--- src/rtl/lbp_pkg.sv ---
// lbp_pkg: shared state encoding and window geometry for the LBP engine
package lbp_pkg;
    typedef enum logic [2:0] {IDLE, FILL, SHIFT, CALC, BORDER, OUT, DONE} state_e;
    localparam logic [3:0] CENTER = 4'd4;
    // window slot of each neighbour, indexed by its bit weight in the code
    localparam logic [3:0] NBR_IDX [8] = '{4'd0, 4'd1, 4'd2, 4'd3, 4'd5, 4'd6, 4'd7, 4'd8};
    localparam logic [1:0] FILL_DX [9] = '{2'd0, 2'd1, 2'd2, 2'd0, 2'd1, 2'd2, 2'd0, 2'd1, 2'd2};
    localparam logic [1:0] FILL_DY [9] = '{2'd0, 2'd0, 2'd0, 2'd1, 2'd1, 2'd1, 2'd2, 2'd2, 2'd2};
endpackage

--- src/rtl/lbp_window_cmp.sv ---
// lbp_window_cmp: 3x3 pixel window with column shift, slot load and LBP code generation
module lbp_window_cmp
    import lbp_pkg::*;
#(
    parameter int DW = 8
) (
    input  logic          clk,
    input  logic          reset,
    input  logic          shift_i,
    input  logic          load_i,
    input  logic [3:0]    load_idx_i,
    input  logic [DW-1:0] load_data_i,
    input  logic [DW-1:0] thresh_i,
    output logic [7:0]    code_o
);
    logic [8:0][DW-1:0] win_q, win_d;
    logic [DW:0]        limit;
    always_comb begin
        win_d = win_q;
        if (shift_i)
            for (int r = 0; r < 3; r++) begin
                win_d[3*r]   = win_q[3*r+1];
                win_d[3*r+1] = win_q[3*r+2];
            end
        if (load_i)
            win_d[load_idx_i] = load_data_i;
    end
    always_ff @(posedge clk or posedge reset)
        if (reset) win_q <= '0;
        else       win_q <= win_d;
    // one extra bit keeps center+thresh from wrapping
    assign limit = {1'b0, win_q[CENTER]} + {1'b0, thresh_i};
    for (genvar i = 0; i < 8; i++) begin : g_bit
        assign code_o[i] = {1'b0, win_q[NBR_IDX[i]]} >= limit;
    end
endmodule

--- src/rtl/lbp_engine.sv ---
// lbp_engine: raster-scan LBP engine with pipelined image reads and a valid/ready result port
module lbp_engine
    import lbp_pkg::*;
#(
    parameter int COL_BITS = 7,
    parameter int ROW_BITS = 7,
    parameter int DW       = 8
) (
    input  logic                         clk,
    input  logic                         reset,
    input  logic                         start,
    input  logic [DW-1:0]                cfg_thresh,
    input  logic                         cfg_border,
    output logic [ROW_BITS+COL_BITS-1:0] gray_addr,
    output logic                         gray_req,
    input  logic [DW-1:0]                gray_data,
    output logic [ROW_BITS+COL_BITS-1:0] lbp_addr,
    output logic [7:0]                   lbp_data,
    output logic                         lbp_valid,
    input  logic                         lbp_ready,
    output logic                         finish
);
    state_e              state_q, state_d;
    logic [COL_BITS-1:0] x_q, x_d, nx, x_min, x_max, ax;
    logic [ROW_BITS-1:0] y_q, y_d, ny, y_min, y_max, ay;
    logic [3:0]          cnt_q, cnt_d, rd_idx, rd_idx_q;
    logic [DW-1:0]       thresh_q, thresh_d;
    logic                border_q, border_d, rd_vld_q, row_end, last, nxt_edge;
    logic [7:0]          lbp_q, lbp_d, code;

    lbp_window_cmp #(.DW(DW)) u_win (
        .clk        (clk),
        .reset      (reset),
        .shift_i    (state_q == SHIFT && cnt_q == 4'd0),
        .load_i     (rd_vld_q),
        .load_idx_i (rd_idx_q),
        .load_data_i(gray_data),
        .thresh_i   (thresh_q),
        .code_o     (code)
    );

    assign x_min    = border_q ? '0 : COL_BITS'(1);
    assign y_min    = border_q ? '0 : ROW_BITS'(1);
    assign x_max    = border_q ? '1 : ~COL_BITS'(1);
    assign y_max    = border_q ? '1 : ~ROW_BITS'(1);
    assign row_end  = x_q == x_max;
    assign last     = row_end && y_q == y_max;
    assign nx       = row_end ? x_min : x_q + 1'b1;
    assign ny       = row_end ? y_q + 1'b1 : y_q;
    assign nxt_edge = border_q && (nx == '0 || nx == '1 || ny == '0 || ny == '1);

    // FILL walks the window in raster order; SHIFT fetches only the new right column
    assign gray_req  = (state_q == FILL && cnt_q < 4'd9) || (state_q == SHIFT && cnt_q < 4'd3);
    assign rd_idx    = state_q == FILL ? cnt_q : 4'(3 * cnt_q + 2);
    assign ax        = state_q == FILL ? x_q + COL_BITS'(FILL_DX[cnt_q]) - 1'b1 : x_q + 1'b1;
    assign ay        = y_q + ROW_BITS'(state_q == FILL ? FILL_DY[cnt_q] : cnt_q[1:0]) - 1'b1;
    assign gray_addr = gray_req ? {ay, ax} : '0;
    assign lbp_valid = state_q == OUT;
    assign lbp_addr  = lbp_valid ? {y_q, x_q} : '0;
    assign lbp_data  = lbp_q;
    assign finish    = state_q == DONE;

    always_comb begin
        state_d  = state_q;
        x_d      = x_q;
        y_d      = y_q;
        cnt_d    = cnt_q;
        lbp_d    = lbp_q;
        thresh_d = thresh_q;
        border_d = border_q;
        case (state_q)
            IDLE, DONE: if (start) begin
                thresh_d = cfg_thresh;
                border_d = cfg_border;
                x_d      = cfg_border ? '0 : COL_BITS'(1);
                y_d      = cfg_border ? '0 : ROW_BITS'(1);
                cnt_d    = '0;
                state_d  = cfg_border ? BORDER : FILL;
            end
            FILL: begin
                cnt_d   = cnt_q == 4'd9 ? '0 : cnt_q + 1'b1;
                state_d = cnt_q == 4'd9 ? CALC : FILL;
            end
            SHIFT: begin
                cnt_d   = cnt_q == 4'd3 ? '0 : cnt_q + 1'b1;
                state_d = cnt_q == 4'd3 ? CALC : SHIFT;
            end
            CALC: begin
                lbp_d   = code;
                state_d = OUT;
            end
            BORDER: begin
                lbp_d   = '0;
                state_d = OUT;
            end
            OUT: if (lbp_ready) begin
                x_d     = nx;
                y_d     = ny;
                state_d = last ? DONE : nxt_edge ? BORDER : nx == COL_BITS'(1) ? FILL : SHIFT;
            end
            default: state_d = IDLE;
        endcase
    end

    always_ff @(posedge clk or posedge reset)
        if (reset) begin
            state_q  <= IDLE;
            x_q      <= COL_BITS'(1);
            y_q      <= ROW_BITS'(1);
            cnt_q    <= '0;
            lbp_q    <= '0;
            thresh_q <= '0;
            border_q <= 1'b0;
            rd_vld_q <= 1'b0;
            rd_idx_q <= '0;
        end else begin
            state_q  <= state_d;
            x_q      <= x_d;
            y_q      <= y_d;
            cnt_q    <= cnt_d;
            lbp_q    <= lbp_d;
            thresh_q <= thresh_d;
            border_q <= border_d;
            rd_vld_q <= gray_req;
            rd_idx_q <= rd_idx;
        end
endmodule

--- config.mk ---
export PLATFORM = sky130hd
export DESIGN_NAME = lbp_engine
export DESIGN_NICKNAME = d
export VERILOG_FILES = /design/src/rtl/lbp_pkg.sv /design/src/rtl/lbp_window_cmp.sv /design/src/rtl/lbp_engine.sv
export SDC_FILE = /design/constraint.sdc
export NUM_CORES = 1
export LEC_CHECK = 0
export BUFFER_PORTS_ARGS = -buffer_cell sky130_fd_sc_hd__buf_2
export CORE_MARGIN = 10
export CORE_UTILIZATION = 65
export CTS_BUF_LIST = sky130_fd_sc_hd__clkbuf_4 sky130_fd_sc_hd__clkbuf_8 sky130_fd_sc_hd__clkbuf_16
export DETAILED_ROUTE_END_ITERATION = 10
export GPL_TIMING_DRIVEN = 0
export PLACE_DENSITY = 0.9
export SYNTH_ARGS = -nofsm -noshare
export SYNTH_HDL_FRONTEND = slang
export SYNTH_HIERARCHICAL = 1
export SYNTH_SLANG_ARGS = --single-unit
--- constraint.sdc ---
create_clock -name clk -period 10 [get_ports clk]
set_clock_uncertainty 0.1 [all_clocks]
set_input_delay 0.5 -clock clk [delete_from_list [all_inputs] [get_ports clk]]
set_output_delay 0.5 -clock clk [all_outputs]
set_load 0.01 [all_outputs]
==> results of run 1 <==
## layer usage
metal	global-route usage, %	vias to the layer above	wire length (um)
li1	-	3371	-
met1	32.2	3565	9230
met2	39.7	375	10400
met3	5.49	54	1780
met4	9.72	0	575
met5	0	-	0
## per-stage QoR
stage          hold slack [ns]  worst slack (ns)
2_1_floorplan            0.365              6.66
3_3_place_gp             0.377              5.94
3_5_place_dp             0.299              5.94
4_1_cts                  0.179              5.41
5_1_grt                  0.192              5.07
6_report                 0.186              5.35
## what timing repair did
action                    in CTS  in global routing
buffers inserted               0                  0
hold endpoints to repair       2                  0
hold buffers                   1                  0
## path summary, 6_finish.rpt
kind	start	endpoint	slack, ns	depth (start not counted)
min in group asynchronous	reset	lbp_data[1]	0.41	3
max reg2reg	u_win/win_q[33]	lbp_data[4]	5.73	15
max	state_q[1]	gray_addr[12]	5.35	14
min reg2reg	thresh_q[7]	thresh_q[7]	0.40	1
max in group asynchronous	reset	u_win/win_q[47]	8.48	3
min	cfg_thresh[4]	thresh_q[4]	0.19	2
## cell usage after synthesis (3+ instances only)
| cell type | count | share of area (%) |
|---|---|---|
| sky130_fd_sc_hd__ha_1 | 96 | 14 |
| sky130_fd_sc_hd__xor2_1 | 13 | 1.4 |
| sky130_fd_sc_hd__or3_1 | 6 | 0.45 |
| sky130_fd_sc_hd__or2_2 | 3 | 0.23 |
| sky130_fd_sc_hd__o22ai_1 | 10 | 0.75 |
| sky130_fd_sc_hd__buf_1 | 3 | 0.14 |
| sky130_fd_sc_hd__fa_1 | 3 | 0.72 |
| sky130_fd_sc_hd__a21boi_2 | 4 | 0.54 |
| sky130_fd_sc_hd__nand2_1 | 66 | 3.0 |
| sky130_fd_sc_hd__nor2_1 | 83 | 3.8 |
| sky130_fd_sc_hd__buf_2 | 9 | 0.54 |
| sky130_fd_sc_hd__nand2b_1 | 3 | 0.23 |
| sky130_fd_sc_hd__o21bai_1 | 7 | 0.63 |
| sky130_fd_sc_hd__a21o_1 | 5 | 0.45 |
| sky130_fd_sc_hd__nand4_1 | 13 | 0.98 |
| sky130_fd_sc_hd__o31a_1 | 6 | 0.63 |
| sky130_fd_sc_hd__nor4_1 | 3 | 0.23 |
| sky130_fd_sc_hd__nand3_1 | 19 | 1.1 |
| sky130_fd_sc_hd__mux2_2 | 24 | 3.3 |
| sky130_fd_sc_hd__mux2_1 | 8 | 1.1 |
| sky130_fd_sc_hd__xnor2_1 | 14 | 1.5 |
| sky130_fd_sc_hd__a211o_1 | 4 | 0.42 |
| sky130_fd_sc_hd__nor2b_1 | 11 | 0.83 |
| sky130_fd_sc_hd__nor3_1 | 9 | 0.54 |
| sky130_fd_sc_hd__and2_1 | 19 | 1.4 |
| sky130_fd_sc_hd__o41ai_1 | 3 | 0.32 |
| sky130_fd_sc_hd__inv_1 | 56 | 2.5 |
| sky130_fd_sc_hd__a21oi_1 | 85 | 5.1 |
| sky130_fd_sc_hd__a31oi_1 | 4 | 0.30 |
| sky130_fd_sc_hd__o211ai_1 | 4 | 0.36 |
| sky130_fd_sc_hd__clkbuf_1 | 34 | 1.5 |
| sky130_fd_sc_hd__mux2i_1 | 51 | 6.2 |
| sky130_fd_sc_hd__a221o_1 | 3 | 0.36 |
| sky130_fd_sc_hd__o21ai_0 | 48 | 2.9 |
| sky130_fd_sc_hd__o21ai_1 | 4 | 0.24 |
| sky130_fd_sc_hd__dfrtp_1 | 113 | 34 |
| sky130_fd_sc_hd__a211oi_1 | 9 | 0.81 |
| sky130_fd_sc_hd__and3_1 | 4 | 0.30 |
## flip-flops by register name, indices dropped and copies added (netlist names)
signal / count
state_q: 3
u_win/win_q: 72
lbp_data: 8
cnt_q: 4
thresh_q: 8
y_q: 7
border_q: 1
rd_vld_q: 1
x_q: 7
rd_idx_q: 4
## worst max-delay path, stage by stage, from the launching register on
cell and delay, ns:
sky130_fd_sc_hd__dfrtp_1 0.44, sky130_fd_sc_hd__clkbuf_1 0.25, sky130_fd_sc_hd__nor3b_1 0.58, sky130_fd_sc_hd__clkbuf_1 0.42, sky130_fd_sc_hd__o21ai_0 0.25, sky130_fd_sc_hd__ha_1 0.33, sky130_fd_sc_hd__inv_1 0.04, sky130_fd_sc_hd__ha_1 0.22
sky130_fd_sc_hd__fa_1 0.42, sky130_fd_sc_hd__a21oi_1 0.15, sky130_fd_sc_hd__nor2_1 0.05, sky130_fd_sc_hd__nor2_1 0.11, sky130_fd_sc_hd__xor2_1 0.16, sky130_fd_sc_hd__nor2_1 0.05, sky130_fd_sc_hd__buf_2 0.16
## cells by family (layout without fill, tap and decap cells)
| kind of cell | Yosys count | count (layout) | synth area share, % |
|---|---|---|---|
| AO/OA/AOI/OAI | 221 | 221 | 16.8 |
| XOR/XNOR | 28 | 28 | 3.05 |
| adder cells (fa/ha/maj) | 99 | 99 | 15.2 |
| buffers and inverters | 105 | 190 | 5.11 |
| flip-flops | 115 | 115 | 34.7 |
| multiplexers | 83 | 83 | 10.5 |
| AND/OR/NAND/NOR | 253 | 253 | 14.6 |
## area by class of cell
type,instances,area (um^2)
tap,172,215
clock inverter,12,155
clock buffer,20,454
multi-input combinational,684,4990
sequential,115,2880
fill,818,3160
buffer,49,214
inverter,56,213
timing repair buffer,53,285
==> results.yml, run 1 <==
outcome:
  status: "finished clean"
finish:
  stdcell_count: 1161
  finish.net_count: 1096
  antenna_cells: 0
  top_library_cells_by_usage_in_the_layout_fill_and_taps_aside: "113 x sky130_fd_sc_hd__dfrtp_1, 96 x sky130_fd_sc_hd__ha_1, 85 x sky130_fd_sc_hd__a21oi_1, 83 x sky130_fd_sc_hd__nor2_1, 66 x sky130_fd_sc_hd__nand2_1"
  areaGrowthSynthToFinish_pct: 13.4
  final_core_utilization_pct: 74.9
  final_area_mm2: 0.00941
  mostFrequentLayoutCell: "sky130_fd_sc_hd__dfrtp_1"
  drive_above_1_share_pct: 14.3
floorplanning:
  start_util_pct: 66.0
  floorplan.core_area_mm2: 0.0126
  die_area_mm2: 0.0177
  core.rowCount: 41
  fp.dieW_um: 133
  io_pins: 60
  fp.dieH_um: 133
global_route:
  grt_start_max_net_pins: 73
  grt_pass1_vias: 7238
  number_of_antenna_violations_at_the_first_check_in_global_routing: 0
  groute.usage.overall_pct: 24.9
  grt_pass1_wl_um: 36500
  grt_remaining_overflow: 0
cts:
  clock_insertion_delay_worst_skew_ns: 0.42
  cts_root_buffer: "sky130_fd_sc_hd__clkbuf_16"
  cts-buffers-inserted: 17
  ctsLongestPathBuffers: 2
  clock_sinks: 115
  worst_setup_hold_path_clk_slew_ns: 0.06
  cts_htree_levels: 4
  clock_tree_from_tritoncts: "done"
  cts.repair.resized: 0
timing:
  finalSetupViolCount: 0
  relSlewSlack_pct: 30.7
  fin_crit_ns: 4.65
  hold_viol_final: 0
  slew_viol_final: 0
  portion_of_the_clock_cycle_consumed_by_the_worst_path_in_the_final_layout_pct: 46.5
  setup-tns-final_ns: 0
  rsz0062_at_grt: "false"
  worst_pin_slew_ns: 1.04
  maxClockFrequency_ghz: 0.215
worst_setup_path:
  timing.critical_path.arrival_ns: 4.05
  criticalPathCategory: "register to output port"
  worstPathMaxFanout: 10
  end_kind: "output port"
  cp-start-kind: "register"
  critical_path_required_ns: 9.40
yosys:
  syn_inst: 904
  synth_edf_count: 0
  syn_nets: 1024
  yosys.cell_types.count: 71
  synth-seq-cells: 115
  netlist_area_mm2: 0.00830
  postSynth.asyncResetShare_pct: 100
  synthFlopType: "sky130_fd_sc_hd__dfrtp_1"
  synth_seq_area_share_pct: 34.7
  yosysWarnings: 6
  avgSynthCellArea_um2: 9.18
worst_hold_path:
  worstHoldPathType: "input port to register"
route:
  via_count: 7365
  drt_first_pass_iters: 5
  route.final.wire_length_um: 22000
  drc_errors: 0
  detail_route.vias_per_cell: 6.34
  drt-initial-drc-count: 784
  drtAntennaViolNets: 0
  post_drt_wl_per_cell_um: 19.0
placement:
  placedCellCount: 1128
  gp_routability_congestion: 0.911
  detailed_place.area_mm2: 0.00879
  dp_hpwl_um: 15200
  port_buffers: 51
job:
  max-cap-violations: 0
Power of run 1 is not shown: default switching activity piles up to over one toggle a cycle in this logic, so the estimate is an artifact.
==> run 2, diff against run 1 <==
Settings changed: ABC_AREA set to 1, CORE_UTILIZATION 65 to 56, PLACE_DENSITY 0.9 to 0.83.
Clock period 10 ns to 4.1 ns, I/O delays scaled along.
==> run 2 against run 1 <==
Non-clock buffer count fell by 2; register-to-register slack got worse by 5.4 ns; wire length grew 13%; global-route usage is 0.51 points lower; first-iteration DRC count down 10%; critical endpoint is now gray_addr[13]; final cell count up 24%; sequential share of layout area decreased by 1.6 points; via count up 12%; critical path depth increased by 3.
==> results.yml, run 2 <==
cts:
  clock_tree_from_tritoncts: "done"
  clock_insertion_delay_worst_skew_ns: 0.42
  cts_root_buffer: "sky130_fd_sc_hd__clkbuf_16"
  clock_sinks: 115
  worst_setup_hold_path_clk_slew_ns: 0.06
  cts-buffers-inserted: 17
  cts_htree_levels: 4
  ctsLongestPathBuffers: 2
worst_setup_path:
  timing.critical_path.arrival_ns: 3.55
  critical-path-top-delay-family: "buffers and inverters"
  reg2reg_depth: 16
  criticalPathCategory: "register to output port"
  delay_of_the_slowest_cell_on_the_worst_path_ns: 0.47
  cp-start-kind: "register"
  worstPathMaxFanout: 10
  worst_r2r_endpoint: "lbp_data[5]"
  path_depth: 17
  critical_path_s_slowest_cell: "sky130_fd_sc_hd__dfrtp_1"
  register_to_register_path_setup_slack_ns: 0.36
  critical_path_required_ns: 3.80
  worst-path-buf-inv: 6
  crit_path_cell_trace: "nor3_4 -> buf_4 -> clkbuf_1 -> o22ai_1 -> ha_1 -> inv_1 -> ha_1 -> a31oi_1 -> inv_1 -> nand2_1 -> inv_1 -> nor2_1 -> nor2_1 -> nor2_1 -> xor2_1 -> nor2_1 -> buf_2"
  critPathMostFrequentCell: "sky130_fd_sc_hd__nor2_1"
  end_kind: "output port"
  worstReg2RegStart: "u_win/win_q[32]"
timing:
  fin_crit_ns: 3.85
  relSlewSlack_pct: 16.1
  portion_of_the_clock_cycle_consumed_by_the_worst_path_in_the_final_layout_pct: 93.9
  maxClockFrequency_ghz: 0.260
  slew_viol_final: 0
  hold_viol_final: 0
  worst_pin_slew_ns: 1.25
  finalSetupViolCount: 0
  setup-tns-final_ns: 0
yosys:
  syn_inst: 1141
  yosys-mux-area-fraction_pct: 4.43
  synthXorXnorAreaFrac_pct: 1.84
  postSynth.asyncResetShare_pct: 100
  synth_compound_area_share_pct: 11.1
  synth_commonest_cells: "254 x sky130_fd_sc_hd__nand2_1, 143 x sky130_fd_sc_hd__nor2_1, 139 x sky130_fd_sc_hd__inv_1, 113 x sky130_fd_sc_hd__dfrtp_1, 96 x sky130_fd_sc_hd__ha_1"
  synthFlopType: "sky130_fd_sc_hd__dfrtp_1"
  yosys.cell_count.top_type: "sky130_fd_sc_hd__nand2_1"
  netlist_area_mm2: 0.00859
  synth_seq_area_share_pct: 33.5
  yosys.cell_types.count: 44
  synth_top_cells_by_area: "sky130_fd_sc_hd__dfrtp_1 33%, sky130_fd_sc_hd__ha_1 14%, sky130_fd_sc_hd__nand2_1 11%"
  post-synth-top-area-cell: "sky130_fd_sc_hd__dfrtp_1"
  synth-seq-cells: 115
  synth_edf_count: 0
  yosysWarnings: 6
  synth_adder_area_share_pct: 14.7
  synth.top_cell.area_share_pct: 32.9
  dominant_combinational_cell_family_by_area_after_synthesis: "simple AND/OR/NAND/NOR gates"
  avgSynthCellArea_um2: 7.53
  syn_nets: 1261
  fraction_of_the_mapped_netlist_area_in_simple_logic_gates_pct: 26.7
floorplanning:
  io_pins: 60
  fp.dieW_um: 144
  start_util_pct: 56.9
  die_area_mm2: 0.0207
  core.rowCount: 45
  floorplan.core_area_mm2: 0.0151
  fp.dieH_um: 144
placement:
  dp_hpwl_um: 17200
  gp_routability_congestion: 0.916
  port_buffers: 59
route:
  route.final.wire_length_um: 24900
  drc_errors: 0
  drt-initial-drc-count: 705
  detail_route.vias_per_cell: 5.73
  drt_first_pass_iters: 5
  post_drt_wl_per_cell_um: 17.3
  via_count: 8241
  drtAntennaViolNets: 0
worst_hold_path:
  worstHoldPathType: "input port to register"
  hold_crit_start: "gray_data[1]"
  worst_hold_path.num_cells: 3
  worst_hold_path.endpoint: "u_win/win_q[25]"
finish:
  drive_above_1_share_pct: 11.8
  flip_flop_count_of_the_largest_register_after_layout: 72
  area_occupied_by_registers_mm2: 0.00288
  finish.net_count: 1355
  n_fill_cell: 1231
  multi_input_comb_area_mm2: 0.00505
  mostFrequentLayoutCell: "sky130_fd_sc_hd__nand2_1"
  top_library_cells_by_usage_in_the_layout_fill_and_taps_aside: "254 x sky130_fd_sc_hd__nand2_1, 143 x sky130_fd_sc_hd__nor2_1, 137 x sky130_fd_sc_hd__inv_1, 113 x sky130_fd_sc_hd__dfrtp_1, 96 x sky130_fd_sc_hd__ha_1"
  areaGrowthSynthToFinish_pct: 15.8
  largest_register: "u_win/win_q"
outcome:
  status: "finished clean"
global_route:
  grt_pass1_wl_um: 39700
  grt_start_max_net_pins: 73
  number_of_antenna_violations_at_the_first_check_in_global_routing: 1
  grt_pass1_vias: 7998
  grt_remaining_overflow: 0
  groute.usage.overall_pct: 24.4
job:
  max-cap-violations: 0
[run 2: cell types whose count changed after synthesis, moves of 9 or more]
| cell | before | now |
|---|---|---|
| sky130_fd_sc_hd__inv_1 | 56 | 139 |
| sky130_fd_sc_hd__nand2_1 | 66 | 254 |
| sky130_fd_sc_hd__mux2i_1 | 51 | 38 |
| sky130_fd_sc_hd__nand2_2 | 0 | 10 |
| sky130_fd_sc_hd__o21ai_0 | 48 | 64 |
| sky130_fd_sc_hd__clkbuf_1 | 34 | 17 |
| sky130_fd_sc_hd__a21oi_1 | 85 | 69 |
| sky130_fd_sc_hd__xnor2_1 | 14 | 5 |
| sky130_fd_sc_hd__nor2b_1 | 11 | 0 |
| sky130_fd_sc_hd__mux2_2 | 24 | 0 |
| sky130_fd_sc_hd__nand4_1 | 13 | 23 |
| sky130_fd_sc_hd__and2_1 | 19 | 1 |
| sky130_fd_sc_hd__nor2_1 | 83 | 143 |
| sky130_fd_sc_hd__nand3_1 | 19 | 64 |
[run 2: worst max path at each step]
stage / startpoint / endpoint / slack [ns]
final: state_q[2] / gray_addr[13] / 0.25
after global routing: state_q[2] / gray_addr[13] / -0.02
after CTS: state_q[1] / gray_addr[13] / 0.09
after detailed placement: state_q[2] / gray_addr[13] / 0.18
after global placement: state_q[2] / gray_addr[13] / 0.22
after floorplan: state_q[2] / gray_addr[13] / 1.06
[run 2: cells by family (layout without fill, tap and decap cells)]
family / after synthesis / count (layout)
fa+ha+maj: 99 / 99
buf+inv: 172 / 279
xor+xnor: 18 / 18
flops: 115 / 115
compound gates: 172 / 172
other cells: 0 / 1
mux: 38 / 38
simple gates: 527 / 527
[run 2: metal layers]
layer	vias up	wire length, um	track usage, %
met5	-	0	0
met1	3814	10200	29.6
met3	96	1790	5.51
li1	3957	-	-
met4	0	1110	12.4
met2	374	11700	39.7
[run 2: cell type report]
| type | instances | share of cell area (%) |
|---|---|---|
| timing repair buffer | 75 | 4.81 |
| tap | 188 | 2.37 |
| buffer | 25 | 1.17 |
| multi-input combinational | 854 | 50.7 |
| clock inverter | 10 | 1.56 |
| antenna | 1 | 0.0252 |
| inverter | 147 | 5.59 |
| sequential | 115 | 29.0 |
| clock buffer | 22 | 4.78 |
[run 2: worst reg2reg max path, cell delays in order, from the launching register on]
cell,delay (ns)
sky130_fd_sc_hd__dfrtp_1,0.38
sky130_fd_sc_hd__ha_1,0.18
sky130_fd_sc_hd__inv_1,0.06
sky130_fd_sc_hd__fa_1,0.39
sky130_fd_sc_hd__inv_1,0.10
sky130_fd_sc_hd__nand2_1,0.09
sky130_fd_sc_hd__a21oi_2,0.18
sky130_fd_sc_hd__xor2_1,0.86
sky130_fd_sc_hd__ha_1,0.41
sky130_fd_sc_hd__nand2_1,0.08
sky130_fd_sc_hd__nor2_1,0.05
sky130_fd_sc_hd__a211oi_1,0.23
sky130_fd_sc_hd__nor2_1,0.09
sky130_fd_sc_hd__nor2_1,0.09
sky130_fd_sc_hd__nand3_1,0.16
sky130_fd_sc_hd__nand3_1,0.13
sky130_fd_sc_hd__nand2_1,0.05
[run 2: timing repair]
action,in CTS,in global routing
endpoints found under the setup margin,2,1
resized for setup,2,0
endpoints found under the hold margin,99,0
hold buffers,12,0
pin swaps,0,1
gates cloned,0,0
setup buffers,0,2
[run 2: through the flow]
stage	utilization [%]	area, um^2	setup slack (ns)	hold WS [ns]	std cells
2_1_floorplan	-	8590	1.06	0.215	1141
3_3_place_gp	60.4	9120	0.224	0.300	1388
3_5_place_dp	60.8	9170	0.177	0.151	1390
4_1_cts	65.8	9930	0.0857	0.0270	1434
5_1_grt	65.9	9940	-0.0159	0.0349	1437
6_report	65.9	9940	0.248	0.0324	1437
Power of run 2 is left out for the same reason.
==> run 3, diff against run 2 <==
Settings changed: CELL_PAD_IN_SITES_DETAIL_PLACEMENT set to 1, CELL_PAD_IN_SITES_GLOBAL_PLACEMENT set to 1, CORE_UTILIZATION 56 to 41, CTS_CLUSTER_DIAMETER set to 40, PLACE_DENSITY 0.83 to 0.82.
==> run 3 against run 2 <==
Register-to-register slack improved by 0.03 ns; largest cell class unchanged; sequential share of layout area is 0.32 points lower; utilization fell by 17 points; non-clock buffer count shrank 1; hold slack worse by 0.0097 ns; wire length grew 20%; critical path type is now register to register; fmax rose by 3.7%.
==> results.yml, run 3 (same netlist as run 2, synthesis figures left out) <==
cts:
  cts-buffers-inserted: 17
  cts_root_buffer: "sky130_fd_sc_hd__clkbuf_16"
  worst_setup_hold_path_clk_slew_ns: 0.06
  clock_tree_from_tritoncts: "done"
  ctsLongestPathBuffers: 2
  clock_sinks: 115
  cts_htree_levels: 4
  clock_insertion_delay_worst_skew_ns: 0.43
outcome:
  status: "finished clean"
timing:
  worst_pin_slew_ns: 1.23
  maxClockFrequency_ghz: 0.269
  rsz0062_at_grt: "false"
  portion_of_the_clock_cycle_consumed_by_the_worst_path_in_the_final_layout_pct: 90.6
  fin_crit_ns: 3.71
  setup-tns-final_ns: 0
  hold_viol_final: 0
  relSlewSlack_pct: 17.4
  fin_worst_hold_slack_ns: 0.0227
  finalSetupViolCount: 0
  slew_viol_final: 0
global_route:
  groute.layer.met1.usage_pct: 27.2
  grt_pass1_wl_um: 47500
  groute.usage.overall_pct: 22.4
  grt_pass1_vias: 8831
  grt_remaining_overflow: 0
  top_usage_layer: "met2"
  grtUsageMet2_pct: 39.1
  number_of_antenna_violations_at_the_first_check_in_global_routing: 0
  grt_start_max_net_pins: 39
  groute.layer.met3.usage_pct: 3.81
route:
  drt-initial-drc-count: 479
  drc_errors: 0
  drtAntennaViolNets: 0
  detail_route.vias_per_cell: 5.48
  route.final.wire_length_um: 29900
  post_drt_wl_per_cell_um: 19.7
  drt_first_pass_iters: 5
  via_count: 8320
floorplanning:
  die_area_mm2: 0.0271
  io_pins: 60
  floorplan.core_area_mm2: 0.0204
  start_util_pct: 42.0
  fp.dieW_um: 165
  fp.dieH_um: 165
  core.rowCount: 52
finish:
  n_fill_cell: 2605
  final_core_utilization_pct: 49.2
  largest_register: "u_win/win_q"
  drive_above_1_share_pct: 12.2
  mostFrequentLayoutCell: "sky130_fd_sc_hd__nand2_1"
  antenna_cells: 0
  areaGrowthSynthToFinish_pct: 17.1
  flip_flop_count_of_the_largest_register_after_layout: 72
  top_library_cells_by_usage_in_the_layout_fill_and_taps_aside: "254 x sky130_fd_sc_hd__nand2_1, 142 x sky130_fd_sc_hd__nor2_1, 137 x sky130_fd_sc_hd__inv_1, 113 x sky130_fd_sc_hd__dfrtp_1, 96 x sky130_fd_sc_hd__ha_1"
  finish.net_count: 1354
placement:
  port_buffers: 59
  dp_hpwl_um: 21300
  gp_routability_congestion: 0.864
job:
  max-cap-violations: 0
worst_setup_path:
  cp-start-kind: "register"
  timing.critical_path.arrival_ns: 3.92
  critical_path_s_slowest_cell: "sky130_fd_sc_hd__xor2_1"
  delay_of_the_slowest_cell_on_the_worst_path_ns: 0.96
  end_kind: "register"
  crit_path_cell_trace: "ha_1 -> a21oi_1 -> nand2_1 -> xor2_1 -> ha_1 -> nand2_1 -> nor2_1 -> a211oi_1 -> nor2_1 -> nor2_1 -> nand3_1 -> nand3_1 -> nand2_1"
  worstPathMaxFanout: 8
  critical_path_required_ns: 4.30
  criticalPathCategory: "register to register"
worst_hold_path:
  worstHoldPathType: "input port to register"
==> run 3: cell count changes in the layout (fill, tap and decap cells not counted), moves of 2 or more <==
cell,before,now
sky130_fd_sc_hd__xor2_1,13,10
sky130_fd_sc_hd__clkbuf_4,3,0
sky130_fd_sc_hd__clkinv_2,5,2
sky130_fd_sc_hd__clkinvlp_4,2,5
sky130_fd_sc_hd__clkinv_4,0,2
sky130_fd_sc_hd__xor2_2,0,3
==> run 3: area by class of cell <==
cell class	instances	area [um^2]	share of cell area (%)
Multi-Input combinational cell	854	5080	50.5
Buffer	24	113	1.12
Clock buffer	20	467	4.64
Sequential cell	115	2880	28.6
Inverter	147	557	5.54
Timing Repair Buffer	75	470	4.68
Clock inverter	12	155	1.54
Tap cell	270	338	3.36
==> run 3: timing repair <==
item                                    in CTS  in global routing
pin swaps                                    1                  0
endpoints found under the hold margin       60                  0
resized for setup                            2                  5
endpoints found under the setup margin       4                 10
setup buffers                                2                  0
hold buffers                                12                  0
==> run 3: path summary, 6_finish.rpt <==
path	end	cells past startpoint	from	slack, ns
worst max-delay path	lbp_data[6]	13	u_win/win_q[34]	0.39
worst min-delay path	u_win/win_q[25]	3	gray_data[1]	0.02
worst max register to register	lbp_data[6]	13	u_win/win_q[34]	0.39
worst min register to register	lbp_data[0]	2	lbp_data[0]	0.37
max in group asynchronous	u_win/win_q[53]	4	reset	3.03
min in group asynchronous	rd_idx_q[3]	3	reset	0.23
==> run 3: metal layers <==
metal | part of all wire [%] | up-vias | wire (um)
li1 | - | 3954 | -
met1 | 43 | 4111 | 12900
met2 | 50 | 202 | 14900
met3 | 4.8 | 53 | 1430
met4 | 2.5 | 0 | 756
met5 | 0 | - | 0
==> run 3: stage by stage <==
stage	instance area [um^2]	worst slack (ns)	instances
finish	10100	0.386	1517
global route	10100	0.0624	1517
global placement	9220	0.0617	1470
floorplan	8590	1.06	1141
detailed placement	9260	0.0436	1472
CTS	10000	0.0795	1518
==> run 3: worst max-delay path, delay by kind of cell, from the launching register on <==
| family | cells | cell delay [ns] |
|---|---|---|
| adder cells (fa/ha/maj) | 2 | 0.79 |
| AO/OA/AOI/OAI | 2 | 0.49 |
| flip-flops | 1 | 0.44 |
| AND/OR/NAND/NOR | 8 | 0.80 |
| XOR/XNOR | 1 | 0.96 |
Power of run 3 is left out for the same reason.
